$ cat config.mk
export PLATFORM = sky130hd
export DESIGN_NAME = instruction_fetch_stage
export DESIGN_NICKNAME = d
export VERILOG_FILES = /design/src/rtl/instruction_fetch_stage_pkg.sv /design/src/rtl/instruction_fetch_stage_memory.sv /design/src/rtl/instruction_fetch_stage.sv
export SDC_FILE = /design/constraint.sdc
export NUM_CORES = 1
export LEC_CHECK = 0
export ABC_AREA = 0
export CAP_MARGIN = 5
export CORE_ASPECT_RATIO = 0.75
export CORE_MARGIN = 2
export CORE_UTILIZATION = 29
export DETAILED_ROUTE_END_ITERATION = 8
export PLACE_DENSITY = 0.49
export REMOVE_ABC_BUFFERS = 1
export SETUP_SLACK_MARGIN = 0.4
export SLEW_MARGIN = 20
export SYNTH_ARGS = -nofsm -noshare
export SYNTH_HDL_FRONTEND = slang
export SYNTH_SLANG_ARGS = --single-unit
$ cat constraint.sdc
create_clock -name clock -period 3.3 [get_ports clock]
set_input_delay 0.33 -clock clock [delete_from_list [all_inputs] [get_ports clock]]
set_output_delay 0.33 -clock clock [all_outputs]
set_load 0.005 [all_outputs]
$ cat src/rtl/instruction_fetch_stage_pkg.sv
// Shared constants and fetch state encoding for the instruction fetch stage.
package instruction_fetch_stage_pkg;

  localparam int unsigned IFS_ADDR_WIDTH = 5;
  localparam int unsigned IFS_DATA_WIDTH = 32;

  localparam logic [31:0] NOP_WORD      = 32'h0000_0000;
  localparam logic [31:0] IFS_HALT_WORD = 32'hFFFF_FFFF;

  typedef enum logic [1:0] {
    StLoad = 2'd0,
    StRun  = 2'd1,
    StHalt = 2'd2
  } fetch_state_e;

endpackage

$ cat src/rtl/instruction_fetch_stage_memory.sv
// Instruction storage: one synchronous write port for program load and one
// combinational read port addressed by the PC. Contents are never reset.
module instruction_memory #(
  parameter int unsigned ADDR_WIDTH = 5,
  parameter int unsigned DATA_WIDTH = 32,
  parameter int unsigned DEPTH      = 32
) (
  input  logic                  clk_i,
  input  logic                  we_i,
  input  logic [ADDR_WIDTH-1:0] waddr_i,
  input  logic [DATA_WIDTH-1:0] wdata_i,
  input  logic [ADDR_WIDTH-1:0] raddr_i,
  output logic [DATA_WIDTH-1:0] rdata_o
);

  logic [DATA_WIDTH-1:0] mem_q [DEPTH];

  // Program-load write; deliberately no reset so a reset keeps the program.
  always_ff @(posedge clk_i) begin
    if (we_i) begin
      mem_q[waddr_i] <= wdata_i;
    end
  end

  // Combinational read of the word under the current PC.
  always_comb begin
    rdata_o = mem_q[raddr_i];
  end

endmodule

$ cat src/rtl/instruction_fetch_stage.sv
// Instruction fetch stage: serves the PC from instruction memory, owns the
// IF/ID pipeline register and the LOAD/RUN/HALT fetch FSM, and produces the
// PC write enable covering stall, flush and halt.
module instruction_fetch_stage
  import instruction_fetch_stage_pkg::*;
#(
  parameter int unsigned           ADDR_WIDTH = IFS_ADDR_WIDTH,
  parameter int unsigned           DATA_WIDTH = IFS_DATA_WIDTH,
  parameter int unsigned           DEPTH      = 2 ** ADDR_WIDTH,
  parameter logic [DATA_WIDTH-1:0] HALT_WORD  = DATA_WIDTH'(IFS_HALT_WORD)
) (
  input  logic                  clock,
  input  logic                  reset,
  input  logic                  load_enable,
  input  logic [ADDR_WIDTH-1:0] load_address,
  input  logic [DATA_WIDTH-1:0] load_data,
  input  logic                  load_done,
  input  logic [ADDR_WIDTH-1:0] instruction_address,
  input  logic                  stall,
  input  logic                  flush,
  output logic                  write_pc,
  output logic [DATA_WIDTH-1:0] out_instruction,
  output logic [ADDR_WIDTH-1:0] out_instruction_address,
  output logic                  out_valid,
  output logic                  halted
);

  localparam logic [DATA_WIDTH-1:0] Nop = DATA_WIDTH'(NOP_WORD);

  fetch_state_e          state_q;
  logic [DATA_WIDTH-1:0] instr_q;
  logic [ADDR_WIDTH-1:0] addr_q;
  logic                  valid_q;
  logic                  halted_q;

  logic [DATA_WIDTH-1:0] fetch_word;
  logic                  fetch_is_halt;
  logic                  mem_we;

  // Memory only accepts writes while the program is being loaded.
  always_comb begin
    mem_we        = load_enable && (state_q == StLoad);
    fetch_is_halt = (fetch_word == HALT_WORD);
  end

  instruction_memory #(
    .ADDR_WIDTH(ADDR_WIDTH),
    .DATA_WIDTH(DATA_WIDTH),
    .DEPTH     (DEPTH)
  ) u_imem (
    .clk_i  (clock),
    .we_i   (mem_we),
    .waddr_i(load_address),
    .wdata_i(load_data),
    .raddr_i(instruction_address),
    .rdata_o(fetch_word)
  );

  // Fetch FSM and IF/ID register; flush beats stall, a HALT word is latched once.
  always_ff @(posedge clock or posedge reset) begin
    if (reset) begin
      state_q  <= StLoad;
      instr_q  <= Nop;
      addr_q   <= '0;
      valid_q  <= 1'b0;
      halted_q <= 1'b0;
    end else begin
      unique case (state_q)
        StLoad: begin
          instr_q <= Nop;
          valid_q <= 1'b0;
          if (load_done) begin
            state_q <= StRun;
          end
        end
        StRun: begin
          if (flush) begin
            instr_q <= Nop;
            valid_q <= 1'b0;
          end else if (!stall) begin
            instr_q <= fetch_word;
            addr_q  <= instruction_address;
            valid_q <= 1'b1;
            if (fetch_is_halt) begin
              state_q  <= StHalt;
              halted_q <= 1'b1;
            end
          end
        end
        StHalt: begin
          // Issue bubbles; a flush means the halt was on a wrong path.
          instr_q <= Nop;
          valid_q <= 1'b0;
          if (flush) begin
            state_q  <= StRun;
            halted_q <= 1'b0;
          end
        end
        default: begin
          state_q <= StLoad;
        end
      endcase
    end
  end

  // PC write enable: flush always lets the branch target in; never step past HALT.
  always_comb begin
    write_pc = (state_q != StLoad) &&
               (flush || ((state_q == StRun) && !stall && !fetch_is_halt));
  end

  assign out_instruction         = instr_q;
  assign out_instruction_address = addr_q;
  assign out_valid               = valid_q;
  assign halted                  = halted_q;

endmodule

# Word level (Yosys, flattened, before mapping)
# Memory sizes are Yosys's and may differ from the RTL's.
# Index checks and enable logic that the tools add are counted.
[op_classes]
n_reduce_logical = 16
n_eq_ne = 9
n_bitwise = 2
n_mux = 19
[op_table]
columns = ["op", "count"]
rows = [
  ["2-to-1 mux 32 bit", 2],
  ["one-hot mux 32 bit (2 select lines)", 1],
  ["== test 32 bit (second input constant)", 1],
  ["2-to-1 mux 2 bit", 5],
  ["inequality test 2 bit (second input constant)", 5],
  ["AND reduction 5 bit", 2],
  ["2-to-1 mux 1 bit", 8],
  ["one-hot mux 2 bit (3 select lines)", 1],
  ["nonzero test 2 bit", 3],
  ["logical AND 1 bit", 4],
  ["one-hot mux 1 bit (2 select lines)", 2],
  ["inequality test 3 bit (second input constant)", 1],
  ["AND reduction 3 bit", 1],
  ["== test 2 x 1 -> 1 bit (second input constant)", 1],
  ["== test 2 bit (second input constant)", 1],
  ["logical NOT 1 bit", 2],
  ["logical NOT 2 bit", 1],
  ["inverter 1 bit", 2],
  ["AND reduction 2 bit", 1],
  ["OR reduction 2 bit", 1],
  ["logical OR 1 bit", 1],
]
[totals]
wordCells = 52
mem_count = 1
output_inout_bits = 40
input_bits = 48
ff_bits = 41
ramBits = 1024
[mem_list]
columns = ["memory", "depth", "word_bits", "rd", "rd_clocked_by_memory_dff", "wr", "line", "source"]
rows = [
  ["u_imem.mem_q", 32, 32, 1, 0, 1, "instruction_fetch_stage_memory.sv:16", "logic [DATA_WIDTH-1:0] mem_q [DEPTH];"],
]

# Logic depth before layout (Yosys ltp)
# An unclocked memory read counts as a cell.
[depth]
word_depth = 6
depth_mapped = 13
ltp_nobuf = 8

# Modules after synthesis
# A second synthesis with hierarchy kept.
[unflattened]
hier_cells = 2382
area_unflattened_um2 = 41544.8
[by_module_without_submodules]
columns = ["mod", "instances", "seq_area_each_um2", "cells_each", "area_per_inst_um2"]
rows = [
  ["instruction_memory", 1, 30749.5, 2228, 39844.5],
  ["instruction_fetch_stage", 1, 1026.0, 154, 1700.4],
]

# Least setup slack after synthesis
# No wires, ideal clock.
[synth_path]
path_type = "reg2reg"
start = "register state_q[1]"
end = "memory u_imem.mem_q[12][0] (enable)"
arrival_time_ns = 2.481
path_buffers = 1
path_stages_with_launch = 6
t_required_ns = 2.879
setup_ns = 0.421
path_slack_ns = 0.398
period_less_slack_ns = 2.902
path_cell_list = "dfrtp_1 > nor2_1 > nand2_1 > or3_1 > clkbuf_1 > nor2_1"
[synth_via]
elab_chain_cells = 4
[synth_rtl]
columns = ["item", "line", "source"]
rows = [
  ["start, declared", "instruction_fetch_stage.sv:30", "fetch_state_e state_q;"],
  ["start signal, assigned", "instruction_fetch_stage.sv:62", "state_q <= StLoad;"],
  ["start signal, assigned", "instruction_fetch_stage.sv:73", "state_q <= StRun;"],
  ["start signal, assigned", "instruction_fetch_stage.sv:85", "state_q <= StHalt;"],
  ["logical NOT 2 bit", "instruction_fetch_stage.sv:42", "mem_we = load_enable && (state_q == StLoad);"],
  ["logical AND 1 bit", "instruction_fetch_stage.sv:42", ""],
  ["2-to-1 mux 1 bit", "instruction_fetch_stage_memory.sv:20", "if (we_i) begin"],
  ["2-to-1 mux 1 bit (implied by the code)", "instruction_fetch_stage_memory.sv:21", "mem_q[waddr_i] <= wdata_i;"],
  ["end, declared", "instruction_fetch_stage_memory.sv:16", ""],
]
# Every way passes these cells.

# Worst setup path after layout
[layout_path]
start = "input port instruction_address[3]"
end = "output port write_pc"
[layout_via]
elab_chain_cells = 6
[layout_rtl]
columns = ["item", "line", "source"]
rows = [
  ["start, declared", "instruction_fetch_stage.sv:18", "input logic [ADDR_WIDTH-1:0] instruction_address,"],
  ["memory read (32 x 32 bit)", "-", ""],
  ["== test 32 bit", "instruction_fetch_stage.sv:43", "fetch_is_halt = (fetch_word == HALT_WORD);"],
  ["logical NOT 1 bit", "instruction_fetch_stage.sv:109", "(flush || ((state_q == StRun) && !stall && !fetch_is_halt));"],
  ["logical AND 1 bit", "instruction_fetch_stage.sv:109", ""],
  ["logical OR 1 bit", "instruction_fetch_stage.sv:109", ""],
  ["logical AND 1 bit", "instruction_fetch_stage.sv:108", "write_pc = (state_q != StLoad) &&"],
  ["end, declared", "instruction_fetch_stage.sv:21", "output logic write_pc,"],
]
# Every way passes these cells.

==> summary.md <==
| Metric | Value |
|---|---|
| Status | `finished, violations left` |
| Violations in the final reports | `setup timing` |
| Peak supply drop | `399 uV` |
| Routability cong. | `between 0.8 and 0.9` |
| Crit path cell chain | `buf_2 -> buf_4 -> nor4bb_4 -> buf_4 -> buf_4 -> a22oi_1 -> nand4_1 -> nor2_2 -> nand4_1 -> nor4_4 -> buf_6 -> a41oi_2 -> o22a_1 -> buf_2` |
| Startpoint class of the critical path | `input port` |
| Maximum number of pins on one net before global-route repair | `36` |
| Count of maximum capacitance violations | `0` |
| TritonCTS buffer count | `between 100 and 150` |
| Final instance area | `50600 sq um` |
| Reg-to-Reg Start | `u_imem.mem_q[11][7]` |
| Worst Setup Path Type | `in -> out` |
| Top_reg_cell synth | `sky130_fd_sc_hd__edfxtp_1` |
| Starting DRC count in detailed routing | `2682` |
| Final min period | `3590 ps` |
| TritonCTS clock tree | `yes` |
| CTS sink cnt | `1065` |
| # H-tree levels | `3` |
| Max_slew headroom | `0.300` |
| Slowest stage cell on the critical path | `sky130_fd_sc_hd__nor4bb_4` |
| Most frequent cells after synthesis | `sky130_fd_sc_hd__edfxtp_1 (1024), sky130_fd_sc_hd__mux2i_1 (278), sky130_fd_sc_hd__a22oi_1 (147), sky130_fd_sc_hd__mux4_2 (86), sky130_fd_sc_hd__nor2_1 (56)` |
| Number of distinct library cell variants in the gate-level netlist after synthesis | `between 60 and 70` |
| Fraction of synthesized cell area taken by the top area cell type | `0.741` |
| First-pass detailed-route iteration total | `5` |
| Clock latency at the later pin of the worst-skew pair | `710 ps` |
| Number of setup violations in the final report | `1` |
| Yosys warning count | `0` |
| Share of power burned in registers | `0.526` |
| Grt total ovfl | `0` |
| Critical Path AT | `around 3300 ps` |
| Number of I/O pins | `88` |
| Crit path max fanout | `12` |
| Async SR Flop Fraction | `0.0385` |
| Syn Inst Count | `between 2000 and 2500` |
| Core Area | `142000 sq um` |
| Setup repair after global routing missed its margin | `yes` |
| Min setup slack post-route | `-291 ps` |
| Overall die area | `~150000 sq um` |
| Kind of end point of the critical path | `output pin` |
| Power per standard cell area | `559 nW/um^2` |
| Overall global routing resource usage | `0.170` |
| Leading cell type by number of instances after synthesis | `sky130_fd_sc_hd__edfxtp_1` |
| Initial core utilization | `0.291` |
| Total of buffers placed on input and output ports | `87` |
| Fraction of the cycle the final worst path needs | `1.09` |
| Hold WC Path Type | `in -> reg` |
| Post-synthesis cell area | `41500 sq um` |
| Post-synth EDFFs | `1024` |
| Number of global-route vias before repair | `22600` |
| Layout Area Growth over Synthesis | `22.0%` |
| Register-to-register setup slack | `650 ps` |
| DR WL/cell | `28.2 um` |
| Dominant cell type by count on the critical path | `sky130_fd_sc_hd__buf_4` |
| Fill cell count | `13200` |
| Synthesized area per cell | `20.1 sq um` |
| Depth of the worst hold-timing path | `1` |
| Worst Tran Pin Value | `1050 ps` |
| Die height | `332 um` |
| Top cells by area, synth | `sky130_fd_sc_hd__edfxtp_1 (74%), sky130_fd_sc_hd__mux2i_1 (6.7%), sky130_fd_sc_hd__mux4_2 (4.7%), sky130_fd_sc_hd__a22oi_1 (2.7%), sky130_fd_sc_hd__dfrtp_1 (2.5%)` |
| Number of vias in the routed layout | `22300` |
| Per-cell via count in the routed design | `5.03` |
| Final cell count without fillers | `4443` |
| Leakage component of the power | `17.1 nW` |
| Number of remaining DRC errors | `0` |
| Crit path required time | `2970 ps` |
| Initial antenna violation count | `4` |
| Post-synthesis sequential area ratio | `0.766` |
| Layout cell share with drive strength beyond 1 | `0.265` |
| R2r worst-path depth | `9` |
| First-pass GRT wire length | `174000 um` |
| Logic pwr share | `0.060` |
| F_max | `278 MHz` |
| Total cell area at the placement stage | `47200 sq um` |
| Final ANT Viol Nets | `0` |
| Total Wirelength | `125000 um` |
| Clock Skew | `~24 ps` |
| Number of cell rows | `120` |
| Nets@finish | `2510` |
| Seq cells post-synth | `1065` |
| Horizontal die dimension | `about 440 um` |
| Internal portion of total power | `approximately 22 mW` |
| Share of total power in the clock network | `0.414` |
| Destination of the worst hold path | `u_imem.mem_q[15][4]` |
| Net switching power of the design | `6.13 mW` |
| Number of failing hold endpoints at the final stage | `0` |
| Critical path startpoint | `instruction_address[3]` |
| Longest individual stage delay on the worst path | `850 ps` |
| Maximum buffer depth of the clock tree | `3` |
| Buffer cell driving the clock tree root | `sky130_fd_sc_hd__clkbuf_16` |
| Switch share | `0.217` |
| Pins Over Slew Limit | `0` |
| Half-perimeter wire length of the detailed placement result | `77700 um` |
| Library cell with the largest summed area after synthesis | `sky130_fd_sc_hd__edfxtp_1` |
| Inst Count DP | `4240` |
| Hold path startpoint | `load_data[4]` |
| Capture point of the worst reg-to-reg path | `state_q[0]` |
| CTS clk-pin slew, worst paths | `70 ps` |
stage by stage:
step	TNS (ps)	setup slack, ps	utilization	hold slack, ps	total power [mW]
5_1_grt	-389	-389	0.356	147	29.2
2_1_floorplan	0	400	-	419	15.7
4_1_cts	-277	-277	0.356	199	28.6
3_3_place_gp	-1950	-950	0.332	472	16.8
3_5_place_dp	-2110	-964	0.332	472	16.9
6_report	-291	-291	0.356	142	28.3
metal layers:
layer,routed length (um),vias to the layer above,track usage
li1,-,9387,-
met1,56700,12000,0.247
met2,56500,813,0.256
met3,8720,179,0.0334
met4,3410,2,0.0485
met5,10,-,0
placed cells by master, fill, tap and decap left out, types with 7 or more instances in the layout:
cell type	n
sky130_fd_sc_hd__edfxtp_1	1024
sky130_fd_sc_hd__mux2i_1	275
sky130_fd_sc_hd__buf_4	262
sky130_fd_sc_hd__a22oi_1	142
sky130_fd_sc_hd__clkbuf_16	105
sky130_fd_sc_hd__mux4_2	88
sky130_fd_sc_hd__clkdlybuf4s50_1	67
sky130_fd_sc_hd__buf_12	55
sky130_fd_sc_hd__nand2_1	51
sky130_fd_sc_hd__dfrtp_1	41
sky130_fd_sc_hd__nor2_4	35
sky130_fd_sc_hd__nand4_1	35
sky130_fd_sc_hd__mux4_1	28
sky130_fd_sc_hd__clkinv_1	25
sky130_fd_sc_hd__clkinv_2	24
sky130_fd_sc_hd__buf_2	18
sky130_fd_sc_hd__nor2_1	17
sky130_fd_sc_hd__a22o_1	17
sky130_fd_sc_hd__clkbuf_1	17
sky130_fd_sc_hd__mux2_2	15
sky130_fd_sc_hd__o22ai_1	15
sky130_fd_sc_hd__o21ai_0	12
sky130_fd_sc_hd__a21oi_1	12
sky130_fd_sc_hd__inv_1	8
sky130_fd_sc_hd__a221oi_1	8
sky130_fd_sc_hd__bufinv_16	8
sky130_fd_sc_hd__a22oi_2	7
how the worst max path moves through the flow:
stage | slack (ps) | to | cells past startpoint
final | -290 | write_pc | 14
after global routing | -390 | write_pc | 11
after CTS | -280 | write_pc | 10
after detailed placement | -960 | write_pc | 14
after global placement | -950 | write_pc | 13
after floorplan | 400 | write_pc | 8
repair_timing:
action | CTS | global route
buffers inserted | 5 | 0
resized for setup | 26 | 7
pin swaps | 9 | 2
hold buffers | 1 | 0
endpoints found under the setup margin | 3 | 1
endpoints found under the hold margin | 9 | 0
kinds of logic after synthesis:
family,count (synthesis),share of synthesized area
flops,1065,0.766
mux,409,0.137
compound gates,250,0.0451
simple gates,212,0.0281
buf+inv,126,0.0240
state kept, by name (all words and copies together) (netlist names):
register                 flops
u_imem.mem_q              1024
out_instruction             32
out_instruction_address      5
state_q                      2
halted                       1
out_valid                    1
power by group through the flow:
stage	clock network, mW	registers (mW)	logic [mW]
detailed placement	0	15.2	1.67
CTS	12.0	14.9	1.71
floorplan	0	15.2	0.508
finish	11.7	14.9	1.69
global route	12.5	14.9	1.79
global placement	0	15.2	1.65
critical path: cells and delay by family:
family	cells	cell delay (ps)
AND/OR/NAND/NOR	5	1340
AO/OA/AOI/OAI	3	410
buffers and inverters	6	1150
cell type report:
class	instances	area, sq um	area share
multi-input cells	871	9190	0.182
repair buffers	409	3920	0.0774
diodes	1	2.50	0.0000494
flip-flops and latches	1065	31800	0.628
inverters	10	37.5	0.000741
well taps	1891	2370	0.0467
clock buffers	126	2750	0.0542
clock inverters	70	592	0.0117
Power figures use the tool's default switching activity.
